==> src/rtl/stream_demux_pkg.sv <==
// Shared definitions for the 1-to-4 valid/ready stream demultiplexer.
// Holds the packet-lock state enum, lane geometry constants and the
// round-robin pointer helper used by the top level.
package stream_demux_pkg;

    localparam int LANE_W = 2;
    localparam int NLANE  = 4;

    typedef enum logic [0:0] {
        IDLE   = 1'b0,
        LOCKED = 1'b1
    } state_t;

    // Next round-robin lane; wraps 3 -> 0 through natural 2-bit overflow.
    function automatic logic [LANE_W-1:0] rr_next(input logic [LANE_W-1:0] ptr);
        return ptr + 2'd1;
    endfunction

endpackage

==> src/rtl/demux_lane_reg.sv <==
// One-deep valid/ready output register for a single demux lane.
// Ports:
//   clk, rst_n         clock, asynchronous active-low reset
//   load               capture d_data/d_last this edge (caller guarantees free)
//   d_data, d_last     beat payload and end-of-packet flag to capture
//   out_valid          lane holds an unconsumed beat
//   out_ready          consumer accepts the held beat this cycle
//   out_data, out_last held beat payload and last flag (stable while stalled)
//   free               register can accept a new beat this cycle
module demux_lane_reg
    import stream_demux_pkg::*;
#(
    parameter int W = 8
) (
    input  logic         clk,
    input  logic         rst_n,
    input  logic         load,
    input  logic [W-1:0] d_data,
    input  logic         d_last,
    output logic         out_valid,
    input  logic         out_ready,
    output logic [W-1:0] out_data,
    output logic         out_last,
    output logic         free
);

    logic         valid_r;
    logic [W-1:0] data_r;
    logic         last_r;

    // Empty, or emptying this cycle: a same-cycle drain lets a reload land back-to-back.
    assign free = !valid_r || out_ready;

    // Beat holding register; payload only changes on load so it stays stable under stall.
    always_ff @(posedge clk or negedge rst_n) begin
        if (!rst_n) begin
            valid_r <= 1'b0;
            data_r  <= {W{1'b0}};
            last_r  <= 1'b0;
        end else if (load) begin
            valid_r <= 1'b1;
            data_r  <= d_data;
            last_r  <= d_last;
        end else if (out_ready) begin
            valid_r <= 1'b0;
        end else begin
            valid_r <= valid_r;
        end
    end

    assign out_valid = valid_r;
    assign out_data  = data_r;
    assign out_last  = last_r;

endmodule

==> src/rtl/stream_demux_1to4.sv <==
// Registered 1-to-4 demultiplexer for valid/ready packet streams.
// A packet (beats up to and including in_last) is routed whole to one lane,
// chosen at the head beat from in_sel or from an internal round-robin pointer.
// Ports:
//   clk, rst_n                 clock, asynchronous active-low reset
//   in_valid/in_ready          input handshake; in_ready depends only on the target lane
//   in_data, in_last           beat payload, end-of-packet flag
//   in_sel, rr_en              lane select / round-robin enable, used on head beats only
//   out_valid/out_ready [4]    per-lane handshake
//   out_data [4*W]             lane k at bits [k*W +: W]
//   out_last [4]               per-lane last flag
//   busy                       a packet is locked to a lane
//   cur_lane                   locked lane, or the lane the next head would take
module stream_demux_1to4
    import stream_demux_pkg::*;
#(
    parameter int W = 8
) (
    input  logic             clk,
    input  logic             rst_n,
    input  logic             in_valid,
    output logic             in_ready,
    input  logic [W-1:0]     in_data,
    input  logic             in_last,
    input  logic [1:0]       in_sel,
    input  logic             rr_en,
    output logic [NLANE-1:0] out_valid,
    input  logic [NLANE-1:0] out_ready,
    output logic [NLANE*W-1:0] out_data,
    output logic [NLANE-1:0] out_last,
    output logic             busy,
    output logic [1:0]       cur_lane
);

    state_t              state_r, state_nxt_s;
    logic [LANE_W-1:0]   lock_lane_r, lock_lane_nxt_s;
    logic [LANE_W-1:0]   rr_ptr_r, rr_ptr_nxt_s;
    logic                rr_mode_r, rr_mode_nxt_s;
    logic [LANE_W-1:0]   tgt_s;
    logic                head_rr_s;
    logic                accept_s;
    logic [NLANE-1:0]    free_s;
    logic [NLANE-1:0]    load_s;

    // Target lane and whether the current packet was routed round-robin.
    always_comb begin
        tgt_s     = lock_lane_r;
        head_rr_s = rr_mode_r;
        if (state_r == LOCKED) begin
            tgt_s     = lock_lane_r;
            head_rr_s = rr_mode_r;
        end else if (rr_en) begin
            tgt_s     = rr_ptr_r;
            head_rr_s = 1'b1;
        end else begin
            tgt_s     = in_sel;
            head_rr_s = 1'b0;
        end
    end

    assign in_ready = free_s[tgt_s];
    assign accept_s = in_valid && in_ready;
    assign cur_lane = tgt_s;
    assign busy     = (state_r == LOCKED);

    // Steer the accepted beat into exactly one lane register.
    always_comb begin
        load_s = {NLANE{1'b0}};
        for (int k = 0; k < NLANE; k++) begin
            load_s[k] = accept_s && (tgt_s == LANE_W'(k));
        end
    end

    // Packet lock FSM and round-robin bookkeeping.
    always_comb begin
        state_nxt_s     = state_r;
        lock_lane_nxt_s = lock_lane_r;
        rr_mode_nxt_s   = rr_mode_r;
        rr_ptr_nxt_s    = rr_ptr_r;
        case (state_r)
            IDLE: begin
                if (accept_s && !in_last) begin
                    state_nxt_s     = LOCKED;
                    lock_lane_nxt_s = tgt_s;
                    rr_mode_nxt_s   = rr_en;
                end else begin
                    state_nxt_s = IDLE;
                end
            end
            LOCKED: begin
                if (accept_s && in_last) begin
                    state_nxt_s = IDLE;
                end else begin
                    state_nxt_s = LOCKED;
                end
            end
            default: begin
                state_nxt_s = IDLE;
            end
        endcase
        // Only packets whose head used the pointer move it, and only once they end.
        if (accept_s && in_last && head_rr_s) begin
            rr_ptr_nxt_s = rr_next(rr_ptr_r);
        end else begin
            rr_ptr_nxt_s = rr_ptr_r;
        end
    end

    // Control state registers.
    always_ff @(posedge clk or negedge rst_n) begin
        if (!rst_n) begin
            state_r     <= IDLE;
            lock_lane_r <= 2'd0;
            rr_mode_r   <= 1'b0;
            rr_ptr_r    <= 2'd0;
        end else begin
            state_r     <= state_nxt_s;
            lock_lane_r <= lock_lane_nxt_s;
            rr_mode_r   <= rr_mode_nxt_s;
            rr_ptr_r    <= rr_ptr_nxt_s;
        end
    end

    for (genvar k = 0; k < NLANE; k++) begin : g_lane
        demux_lane_reg #(.W(W)) u_lane (
            .clk       (clk),
            .rst_n     (rst_n),
            .load      (load_s[k]),
            .d_data    (in_data),
            .d_last    (in_last),
            .out_valid (out_valid[k]),
            .out_ready (out_ready[k]),
            .out_data  (out_data[k*W +: W]),
            .out_last  (out_last[k]),
            .free      (free_s[k])
        );
    end

endmodule

==> config.mk <==
export PLATFORM = sky130hd
export DESIGN_NAME = stream_demux_1to4
export DESIGN_NICKNAME = d
export VERILOG_FILES = /design/src/rtl/stream_demux_pkg.sv /design/src/rtl/demux_lane_reg.sv /design/src/rtl/stream_demux_1to4.sv
export SDC_FILE = /design/constraint.sdc
export NUM_CORES = 1
export LEC_CHECK = 0
export BUFFER_PORTS_ARGS = -buffer_cell sky130_fd_sc_hd__buf_2
export CORE_MARGIN = 3
export CORE_UTILIZATION = 35
export CTS_BUF_LIST = sky130_fd_sc_hd__clkbuf_8
export CTS_CLUSTER_DIAMETER = 30
export DETAILED_ROUTE_END_ITERATION = 16
export SETUP_SLACK_MARGIN = 0.15
export SLEW_MARGIN = 5
export SYNTH_ARGS = -nofsm -noshare
export SYNTH_HDL_FRONTEND = slang
export SYNTH_SLANG_ARGS = --single-unit
==> constraint.sdc <==
create_clock -name clk -period 2.5 [get_ports clk]
set_input_delay 0.5 -clock clk [delete_from_list [all_inputs] [get_ports clk]]
set_output_delay 0.5 -clock clk [all_outputs]
set_load 0.01 [all_outputs]
==> Yosys cells after proc, flatten, opt, wreduce, memory -nomap -nowiden <==
Cells that the tools add are included.
{ "word_totals": {"regBits": 46, "output_inout_bits": 44, "in_bits": 19, "word_cells": 62} }
{ "classes": {"n_eq_ne": 3, "bitwise": 1, "n_addsub": 1, "magnitude_cmp": 1, "n_mux": 17, "n_reduce_logical": 23} }
{ "ops": {"columns": ["cell", "n"], "rows": [
  ["1-bit 2-to-1 mux", 13],
  ["1-bit logical AND", 8],
  ["2-bit nonzero test", 4],
  ["1-bit logical NOT", 5],
  ["2-bit equality test, second input constant", 2],
  ["1-bit logical OR", 4],
  ["2-bit 2-to-1 mux", 2],
  ["2-bit by 3-bit less-than comparator with 1-bit output, second input constant", 1],
  ["2-bit by 1-bit adder with 2-bit output, second input constant", 1],
  ["1-bit binary-select mux with 2-bit select", 1],
  ["2-bit by 1-bit equality test with 1-bit output, second input constant", 1],
  ["2-bit logical NOT", 1],
  ["1-bit one-hot mux with 2 select lines", 1],
  ["2-bit AND reduction", 1],
  ["1-bit NOT", 1]
]} }

==> Longest topological paths before layout <==
Gate-level depths: netlist (run 1).
{ "logic_depth": {"word_depth": 8, "mapped_depth": 7, "ltp_nobuf": 5} }

==> Modules after synthesis <==
Synthesis (run 1) repeated with hierarchy kept, for this count alone.
{ "hier_totals": {"cells_unflattened": 138, "hier_area_um2": 2087.0} }
{ "by_module_without_submodules": {"columns": ["module", "seq_area_each_um2", "cells_each", "instances", "area_each_um2"], "rows": [
  ["demux_lane_reg", 250.2, 22, 4, 409.1],
  ["stream_demux_1to4", 150.1, 50, 1, 450.4]
]} }

==> Least setup slack after synthesis (run 1) <==
No wires, ideal clock.
{ "synth_path": {"path_kind": "register to output", "from": "register state_r (netlist: busy)", "to": "output port in_ready", "t_arrival_ns": 1.791, "stages_incl_launch_ff": 7, "setup_slack_ns": 0.209, "path_buffers": 2, "required_ns": 2.000, "cell_sequence": "dfrtp_1 -> clkbuf_8 -> nor2b_4 -> or4_1 -> and4_1 -> buf_6 -> or2_2"} }
{ "synth_between": {"elab_chain_len": 3} }
{ "synth_rtl": {"columns": ["item", "line", "source"], "rows": [
  ["start: declaration", "stream_demux_1to4.sv:35", "state_t state_r, state_nxt_s;"],
  ["start signal: assignment", "stream_demux_1to4.sv:117", "state_r <= state_nxt_s;"],
  ["2-bit 2-to-1 mux", "stream_demux_1to4.sv:49", "if (state_r == LOCKED) begin"],
  ["1-bit binary-select mux with 2-bit select", "stream_demux_1to4.sv:61", "assign in_ready = free_s[tgt_s];"],
  ["1-bit 2-to-1 mux (implied by the code)", "stream_demux_1to4.sv:61", null],
  ["end: declaration", "stream_demux_1to4.sv:22", "output logic in_ready,"]
]} }
No other way between the ends. The select of a mux whose other input is x is not followed.

==> Worst setup path in the final report (run 1) <==
Same ends and word-level chain as after synthesis.

==> summary.md, run 1 <==
| Metric | Value |
|---|---|
| Clk_skew | 0.005309 ns |
| CTS H-tree depth | 2 |
| DR vias/cell | 4.700 |
| Seq/Total Area, Yosys | 54.93% |
| Die width | 83.38 µm |
| Multi-input logic area | 850.8 µm² |
| Post-route DRC | 0 |
| Area grow syn2layout | 22.93% |
| Slew Limit Fails | 0 |
| Min cycle time layout | 2.336 ns |
| Initial DRC count | 25 |
| Grt ovf | 0 |
| Total power | 3.554 mW |
| Worst-skew pair later-pin latency | 0.30 ns |
| Hold Crit Class | in2async |
| Nets | 226 |
| Max-cap violations | 0 |
| Most common cell in the netlist | dfrtp_1 |
| Crit path cell chain | nor2b_4 > or4_1 > and4_1 > or2_4 > buf_6 |
| DP Wirelength | 3046 µm |
| Worst-path fanout max | 3 |
| Starting density of the core | 37.15% |
| Syn Nets | 161 |
| Vias in the first global route | 1388 |
| Peak Freq | 428.1 MHz |
| Post-synthesis cell count | 142 |
| Register area | 0.001152 mm² |
| PD cells | 1379 mW/mm² |
| CP max stage delay | 0.45 ns |
| Unique masters post-synth | 33 |
| Seq cells post-synth | 46 |
| Worst hold slack | 0.2715 ns |
| Post-Syn Area | 0.002096 mm² |
| Vias | 1316 |
| Core Region | 0.005642 mm² |
| N_diodes | 0 |
| Slew HR | 60.88% |
| RSZ-0062 raised after global routing | yes |
| Post-Route WL | 4340 µm |
| First-pass GRT wire length | 7258 µm |
| Worst r2r src | lock_lane_r[1] |
| Top post-synthesis cells by count | dfrtp_1 (46), mux2_2 (26), mux2_4 (13), buf_4 (9) |
| WS Path Type | reg2out |
| Row cnt | 27 |
| Initial antenna violation count | 0 |
| Worst-path clk slew | 0.08 ns |
| CP Launch Point | busy |
| WP data required | 2.00 ns |
| Worst-margin pin slew | 0.5868 ns |
| Final period util | 93.44% |
| Slowest cell on crit path | or4_1 |
| Peak supply drop | 0.6261 mV |
| Yosys top cell by area | dfrtp_1 |
| EDFF count, synth | 0 |
| Drt first pass iters | 4 |
| GP Congestion | 0.7696 |
| Filler instances | 542 |
| Final setup TNS | 0 ns |
| Max clock buf depth | 2 |
| Yosys top cell area share | 54.93% |
| Setup violations, final | 0 |
| CTS Sinks | 46 |
| Cell leakage power | 1.257 nW |
| Status | finished, final reports clean |
| Clock buffer count from CTS | 5 |
| I/O pin count | 63 |
| Mapped Avg Cell Area | 14.76 µm² |
| Hold Violations, Final | 0 |
| Routed len/inst | 15.50 µm |
| Worst setup EP type | output port |
| Main synth FF type | dfrtp_1 |
| Largest net degree at the start of global routing | 47 |
| R2R setup slack | 0.40 ns |
| Detail Route Antenna Nets | 0 |
| Die ar. | 0.006952 mm² |
| Top cells by area in the synthesized netlist | dfrtp_1 (55%), mux2_2 (14%), mux2_4 (9.3%) |
| WP data arrival | 1.84 ns |
| Startpoint Class | flip-flop |
| CTS tree | yes |
| Layout cells sized above 1 | 62.50% |
| IO Port Bufs | 62 |
| Gr usage total | 13.16% |
| Ys Warns | 0 |
| Clock Tree Root | clkbuf_8 |
| Asr flop ratio synth | 100.0% |
| Chip Height | 83.38 µm |
## worst paths after layout
path | endpoint | depth (start not counted)
setup reg to reg | g_lane[1].u_lane.out_data[1] | 7
min in group clk | g_lane[3].u_lane.out_valid | 2
max in group asynchronous | lock_lane_r[1] | 2
setup / recovery | in_ready | 5
hold reg to reg | g_lane[0].u_lane.out_data[1] | 1
hold / removal | lock_lane_r[0] | 2
## critical path, delay by kind of cell (launching register included)
| kind | cells | cell delay [ns] |
|---|---|---|
| buffers and inverters | 1 | 0.12 |
| DFF | 1 | 0.39 |
| and+or+nand+nor | 4 | 1.04 |
## per-layer routing
metal / vias to the layer above / track usage, % / wire (µm)
li1: 625 / - / -
met1: 642 / 17.24 / 1982
met2: 47 / 20.55 / 2015
met3: 2 / 5.357 / 337
met4: 0 / 2.675 / 4
met5: - / 0 / 0
## cells in the final DEF, fill, tap and decap left out, types with 4 or more instances in the layout
| master | Yosys | layout |
|---|---|---|
| mux2i_1 | 4 | 4 |
| nand3_4 | 4 | 4 |
| mux2_4 | 13 | 13 |
| clkbuf_8 | 1 | 6 |
| inv_1 | 4 | 4 |
| dfrtp_1 | 46 | 45 |
| buf_4 | 9 | 7 |
| nand2_1 | 5 | 5 |
| o21ai_0 | 5 | 5 |
| buf_2 | 0 | 61 |
| mux2_2 | 26 | 26 |
## through the flow
stage	setup slack (ns)	utilization [%]	instance area, µm²	cells
after floorplan	0.2087	-	2096	142
after global placement	0.05739	43.14	2434	269
after detailed placement	0.06022	43.14	2434	269
after CTS	0.1384	45.66	2576	280
after global routing	0.08515	45.66	2576	280
final	0.1640	45.66	2576	280
## flip-flops by register name, summed over array words and instances (netlist names)
signal	cells
g_lane.u_lane.out_valid	4
busy	1
rr_mode_r	1
g_lane.u_lane.out_data	32
rr_ptr_r	2
g_lane.u_lane.out_last	4
lock_lane_r	2
## cells by family after synthesis
family,share of synthesized area (%)
mux,25.19
xor+xnor,0.8360
buf+inv,5.134
simple gates,10.63
compound gates,3.283
flops,54.93
## area by class of cell
cell class	instances	area share (%)
sequential	46	44.73
multi-input combinational	81	33.03
timing repair buffer	69	14.33
tap	72	3.497
clock buffer	6	3.205
clock inverter	2	0.6314
inverter	4	0.5828
## power breakdown
group	switching [mW]	internal (mW)
sequential	0.204	1.12
combinational	0.820	0.920
clock	0.258	0.228
total	1.28	2.27
## timing repair
item | in CTS | in global routing
pin swaps | 4 | 1
gates resized for setup | 6 | 0
hold buffers | 0 | 0
endpoints found under the setup margin | 1 | 1
setup buffers | 3 | 0
No activity file was read; power rests on OpenSTA's default activity.
==> run 2, diff against run 1 <==
- CORE_UTILIZATION: 35 -> 53
- PLACE_DENSITY: unset -> 0.82
==> run 2 against run 1 <==
  * Die area down 32%
  * Sequential cell count unchanged
  * Critical path depth unchanged
  * Clock power down 3%
  * Critical path type unchanged
  * Largest cell class unchanged
  * Largest power group unchanged
==> summary.md, run 2 (synthesized netlist as in run 1, its figures left out) <==
| Metric | Value |
|---|---|
| Post-route DRC | 0 (unchanged) |
| Row cnt | 22 (was 27) |
| Largest net degree at the start of global routing | 47 (unchanged) |
| DP Wirelength | 3203 µm (was 3046 µm) |
| Status | finished, final reports clean (unchanged) |
| Max-cap violations | 0 (unchanged) |
| Die width | 68.88 µm (was 83.38 µm) |
| CTS Sinks | 46 (unchanged) |
| Layout cells sized above 1 | 62.02% (was 62.50%) |
| Reg2Reg Depth | 7 (unchanged) |
| Hold Crit Class | in2async (unchanged) |
| RSZ-0062 raised after global routing | yes (unchanged) |
| Vias in the first global route | 1451 (was 1388) |
| Worst-skew pair later-pin latency | 0.29 ns (was 0.30 ns) |
| Post-Route WL | 4355 µm (was 4340 µm) |
| PD cells | 1412 mW/mm² (was 1379 mW/mm²) |
| Worst-path clk slew | 0.08 ns (about the same) |
| Die ar. | 0.004744 mm² (was 0.006952 mm²) |
| Routed len/inst | 17.01 µm (was 15.50 µm) |
| Min cycle time layout | 2.352 ns (was 2.336 ns) |
| Peak supply drop | 0.7243 mV (was 0.6261 mV) |
| Clock Tree Root | clkbuf_8 (unchanged) |
| Slowest cell on crit path | or4_1 (unchanged) |
| Total power | 3.587 mW (was 3.554 mW) |
| IO Port Bufs | 62 (unchanged) |
| CP max stage delay | 0.45 ns (about the same) |
| Cells after DPL | 244 (was 269) |
| WP data arrival | 1.85 ns (was 1.84 ns) |
| Startpoint Class | flip-flop (unchanged) |
| Detail Route Antenna Nets | 0 (unchanged) |
| Cell leakage power | 1.262 nW (was 1.257 nW) |
| Post-route insts no fill | 256 (was 280) |
| Grt ovf | 0 (unchanged) |
| Cts-stage hold buffer count | 0 (unchanged) |
| Drt first pass iters | 4 (unchanged) |
| Chip Height | 68.88 µm (was 83.38 µm) |
| WP data required | 2.00 ns (about the same) |
| WS Path Type | reg2out (unchanged) |
| Commonest non-fill, non-tap cell in the layout | buf_2 (unchanged) |
| Hold Violations, Final | 0 (unchanged) |
| Area grow syn2layout | 21.19% (was 22.93%) |
| I/O pin count | 63 (unchanged) |
| Peak Freq | 425.2 MHz (was 428.1 MHz) |
| Initial DRC count | 40 (was 25) |
| Worst-path fanout max | 3 (unchanged) |
| Crit path cell chain | nor2b_4 > or4_1 > and4_1 > or2_4 > buf_6 (unchanged) |
| DR vias/cell | 5.227 (was 4.700) |
| Clk_skew | 0.005799 ns (was 0.005309 ns) |
| Slew HR | 34.81% (was 60.88%) |
| CTS H-tree depth | 2 (unchanged) |
| Final instance area | 0.002540 mm² (was 0.002576 mm²) |
| Max clock buf depth | 2 (unchanged) |
| Clock buffer count from CTS | 5 (unchanged) |
| Final period util | 94.07% (was 93.44%) |
| Slew Limit Fails | 0 (unchanged) |
| Fin util | 67.85% (was 45.66%) |
| Worst-margin pin slew | 0.9779 ns (was 0.5868 ns) |
| First-pass GRT wire length | 6748 µm (was 7258 µm) |
| Gr usage total | 19.61% (was 13.16%) |
| Placed Area | 0.002396 mm² (was 0.002434 mm²) |
| Nets | 226 (unchanged) |
| Initial antenna violation count | 0 (unchanged) |
| Final setup TNS | 0 ns (unchanged) |
| N_diodes | 0 (unchanged) |
| Starting density of the core | 55.98% (was 37.15%) |
| GP Congestion | 0.8517 (was 0.7696) |
| Most frequent cells in the layout | buf_2 (61), dfrtp_1 (45), mux2_2 (26) (unchanged) |
| Setup violations, final | 0 (unchanged) |
| Vias | 1338 (was 1316) |
| CTS tree | yes (unchanged) |
| Core Region | 0.003744 mm² (was 0.005642 mm²) |
| Largest register FFs | 32 (unchanged) |
| Worst setup EP type | output port (unchanged) |
[run 2: power by group]
part	total (mW)	internal [mW]	switching [mW]
clock	0.469	0.224	0.244
sequential	1.34	1.13	0.210
combinational	1.78	0.931	0.851
total	3.59	2.28	1.31
[run 2: layout make-up]
cell class | instances | area [µm²]
repair buffers | 69 | 369.1
clock inverters | 2 | 12.51
fillers | 301 | 1204
multi-input cells | 81 | 848.3
well taps | 48 | 60.06
flip-flops and latches | 46 | 1152
clock buffers | 6 | 82.58
inverters | 4 | 15.01
[run 2: per-layer routing]
layer | global-route usage (%) | wire, µm | vias to the layer above
met3 | 4.538 | 203 | 7
met1 | 23.10 | 1730 | 677
met5 | 0 | 0 | -
met2 | 34.29 | 2353 | 32
li1 | - | - | 622
met4 | 8.029 | 69 | 0
[run 2: path summary, 6_finish.rpt]
kind                                           endpoint                    startpoint  slack (ns)
min                        g_lane[0].u_lane.out_data[2]                         rst_n        0.36
max                                            in_ready                          busy        0.15
max reg2reg                              lock_lane_r[1]                          busy        0.33
min reg2reg                g_lane[3].u_lane.out_data[5]  g_lane[3].u_lane.out_data[5]        0.51
min in group clk             g_lane[3].u_lane.out_valid                  out_ready[3]        0.41
max in group asynchronous                lock_lane_r[1]                         rst_n        1.47
[run 2: stage by stage]
step           hold WS, ns  setup slack (ns)
2_1_floorplan       0.2044            0.2087
3_3_place_gp        0.4842           0.09464
6_report            0.3591            0.1481
3_5_place_dp        0.4880           0.03694
5_1_grt             0.4135            0.1045
4_1_cts             0.3914            0.1257
[run 2: worst max-delay path: cells and delay by family, from the launching register on]
family	cells	cell delay, ns
buffers and inverters	1	0.12
flip-flops	1	0.38
AND/OR/NAND/NOR	4	1.06
[run 2: timing repair]
| action | 4_1_cts | 5_1_grt |
|---|---|---|
| buffers inserted | 3 | 1 |
| pin swaps | 2 | 2 |
| setup endpoints to repair | 1 | 1 |
| resized for setup | 4 | 1 |
==> run 3, diff against run 2 <==
- CORE_UTILIZATION: 53 -> 40
- PLACE_DENSITY: 0.82 -> unset
==> run 3 against run 2 <==
  * Highest routed layer unchanged
  * Critical path depth unchanged
  * Sequential cell count is the same
  * Sequential power hardly changed
  * Critical endpoint unchanged
  * Hold slack worse by 0.21 ns
  * First-iteration DRC count up 15%
  * Design area up 2.7%
==> summary.md, run 3 (synthesized netlist as in run 1, its figures left out) <==
| Metric | Value |
|---|---|
| Worst-skew pair later-pin latency | 0.30 ns (was 0.29 ns) |
| IO Port Bufs | 62 (unchanged) |
| Startpoint Class | flip-flop (unchanged) |
| WP data required | 2.00 ns (about the same) |
| DR vias/cell | 4.949 (was 5.227) |
| Max clock buf depth | 2 (unchanged) |
| Area grow syn2layout | 24.48% (was 21.19%) |
| Worst-margin pin slew | 0.4741 ns (was 0.9779 ns) |
| Post-Route WL | 4481 µm (was 4355 µm) |
| Worst setup EP type | output port (unchanged) |
| Initial antenna violation count | 0 (unchanged) |
| Row cnt | 25 (was 22) |
| Final instance area | 0.002609 mm² (was 0.002540 mm²) |
| Largest register FFs | 32 (unchanged) |
| Status | finished, final reports clean (unchanged) |
| I/O pin count | 63 (unchanged) |
| Final setup TNS | 0 ns (unchanged) |
| Post-route DRC | 0 (unchanged) |
| Grt ovf | 0 (unchanged) |
| Worst-path clk slew | 0.09 ns (was 0.08 ns) |
| N_diodes | 0 (unchanged) |
| CTS H-tree depth | 2 (unchanged) |
| Vias in the first global route | 1460 (was 1451) |
| Initial DRC count | 46 (was 40) |
| Nets | 226 (unchanged) |
| Drt first pass iters | 4 (unchanged) |
| Psw | 1.297 mW (was 1.306 mW) |
| Clock power share | 17.5% (was 13.1%) |
| Die width | 78.39 µm (was 68.88 µm) |
| Delay-heaviest family, CP | simple AND/OR/NAND/NOR gates (unchanged) |
| Clock Tree Root | clkbuf_8 (unchanged) |
| Min cycle time layout | 2.357 ns (was 2.352 ns) |
| Die ar. | 0.006144 mm² (was 0.004744 mm²) |
| Peak supply drop | 0.7046 mV (was 0.7243 mV) |
| DP Wirelength | 3206 µm (was 3203 µm) |
| Max-cap violations | 0 (unchanged) |
| Slowest cell on crit path | dfrtp_1 (was or4_1) |
| First-pass GRT wire length | 7521 µm (was 6748 µm) |
| Most frequent cells in the layout | buf_2 (61), dfrtp_1 (45), mux2_2 (26) (unchanged) |
| PD cells | 1435 mW/mm² (was 1412 mW/mm²) |
| Setup violations, final | 0 (unchanged) |
| Slew HR | 68.39% (was 34.81%) |
| Gr usage total | 15.85% (was 19.61%) |
| WP data arrival | 1.86 ns (was 1.85 ns) |
| Clk_skew | 0.01062 ns (was 0.005799 ns) |
| Placed Area | 0.002427 mm² (was 0.002396 mm²) |
| Hold Crit Class | in2async (unchanged) |
| Worst path buffer plus inverter count | 1 (unchanged) |
| Worst-path fanout max | 3 (unchanged) |
| Hold Violations, Final | 0 (unchanged) |
| Peak Freq | 424.3 MHz (was 425.2 MHz) |
| Switching share of power | 34.64% (was 36.41%) |
| WS Path Type | reg2out (unchanged) |
| GP Congestion | 0.8743 (was 0.8517) |
| CTS tree | yes (unchanged) |
| Cell leakage power | 1.278 nW (was 1.262 nW) |
| Starting density of the core | 42.95% (was 55.98%) |
| Vias | 1361 (was 1338) |
| Routed len/inst | 16.29 µm (was 17.01 µm) |
| Int Power | 2.446 mW (was 2.281 mW) |
| RSZ-0062 raised after global routing | yes (unchanged) |
| CTS Sinks | 46 (unchanged) |
| Detail Route Antenna Nets | 0 (unchanged) |
| Slew Limit Fails | 0 (unchanged) |
| Final period util | 94.27% (was 94.07%) |
| Crit path cell chain | mux2_4 > or3_1 > and4_1 > or2_4 > buf_6 (was nor2b_4 > or4_1 > and4_1 > or2_4 > buf_6) |
| CP max stage delay | 0.41 ns (was 0.45 ns) |
| Combinational Power Share | 46.7% (was 49.7%) |
| Layout cells sized above 1 | 62.50% (was 62.02%) |
| Core Region | 0.004880 mm² (was 0.003744 mm²) |
| Chip Height | 78.39 µm (was 68.88 µm) |
| Reg power frac | 35.7% (was 37.2%) |
| Largest net degree at the start of global routing | 28 (was 47) |
| Clock buffer count from CTS | 5 (unchanged) |
| Commonest non-fill, non-tap cell in the layout | buf_2 (unchanged) |
[run 3: changes by cell type in the layout (fill, tap and decap cells not counted), sizes merged]
cell	previous run	this run
clkinv	0	1
clkbuf	6	5
bufinv	0	2
inv	6	4
[run 3: per-layer routing]
layer  track usage [%]  vias to the layer above  wire [µm]
li1                  -                      629          -
met1             18.58                      682       1811
met2             27.57                       43       2351
met3             5.046                        7        261
met4             5.070                        0         57
met5                 0                        -          0
[run 3: power groups by stage]
| stage | Combinational (mW) | Sequential, mW | Clock [mW] |
|---|---|---|---|
| 2_1_floorplan | 1.07 | 1.45 | 0 |
| 3_3_place_gp | 1.67 | 1.33 | 0 |
| 3_5_place_dp | 1.70 | 1.35 | 0 |
| 4_1_cts | 1.78 | 1.34 | 0.674 |
| 5_1_grt | 1.89 | 1.39 | 0.711 |
| 6_report | 1.75 | 1.34 | 0.657 |
[run 3: layout make-up]
cell class / count / area (µm²)
fill: 447 / 2271
sequential: 46 / 1152
multi-input combinational: 81 / 850.8
timing repair buffer: 69 / 369.1
tap: 67 / 83.83
clock buffer: 5 / 68.82
clock inverter: 3 / 68.82
inverter: 4 / 15.01
[run 3: path summary, 6_finish.rpt]
check,from,end,slack [ns],cells after the start
worst max-delay path,rr_ptr_r[1],in_ready,0.14,5
worst min-delay path,rst_n,rr_mode_r,0.15,1
worst max register to register,rr_ptr_r[1],g_lane[1].u_lane.out_data[5],0.44,6
worst min register to register,g_lane[3].u_lane.out_last,g_lane[3].u_lane.out_last,0.51,1
max in group asynchronous,rst_n,lock_lane_r[1],1.63,2
min in group clk,out_ready[2],g_lane[2].u_lane.out_valid,0.41,2
[run 3: what timing repair did]
action,in CTS,in global routing
hold buffers,0,0
setup endpoints to repair,1,1
buffers inserted,3,0
pin swaps,4,0
gates cloned,0,0
gates resized for setup,6,0
[run 3: stage by stage]
step	utilization [%]	hold WS, ns	worst slack, ns	std cells	total power, mW
after global placement	49.74	0.4701	0.08790	264	3.001
after CTS	53.46	0.1560	0.1449	275	3.797
after floorplan	-	0.2044	0.2087	142	2.520
after detailed placement	49.74	0.4849	0.05727	264	3.057
final	53.46	0.1464	0.1432	275	3.743
after global routing	53.46	0.1730	0.08463	275	3.997
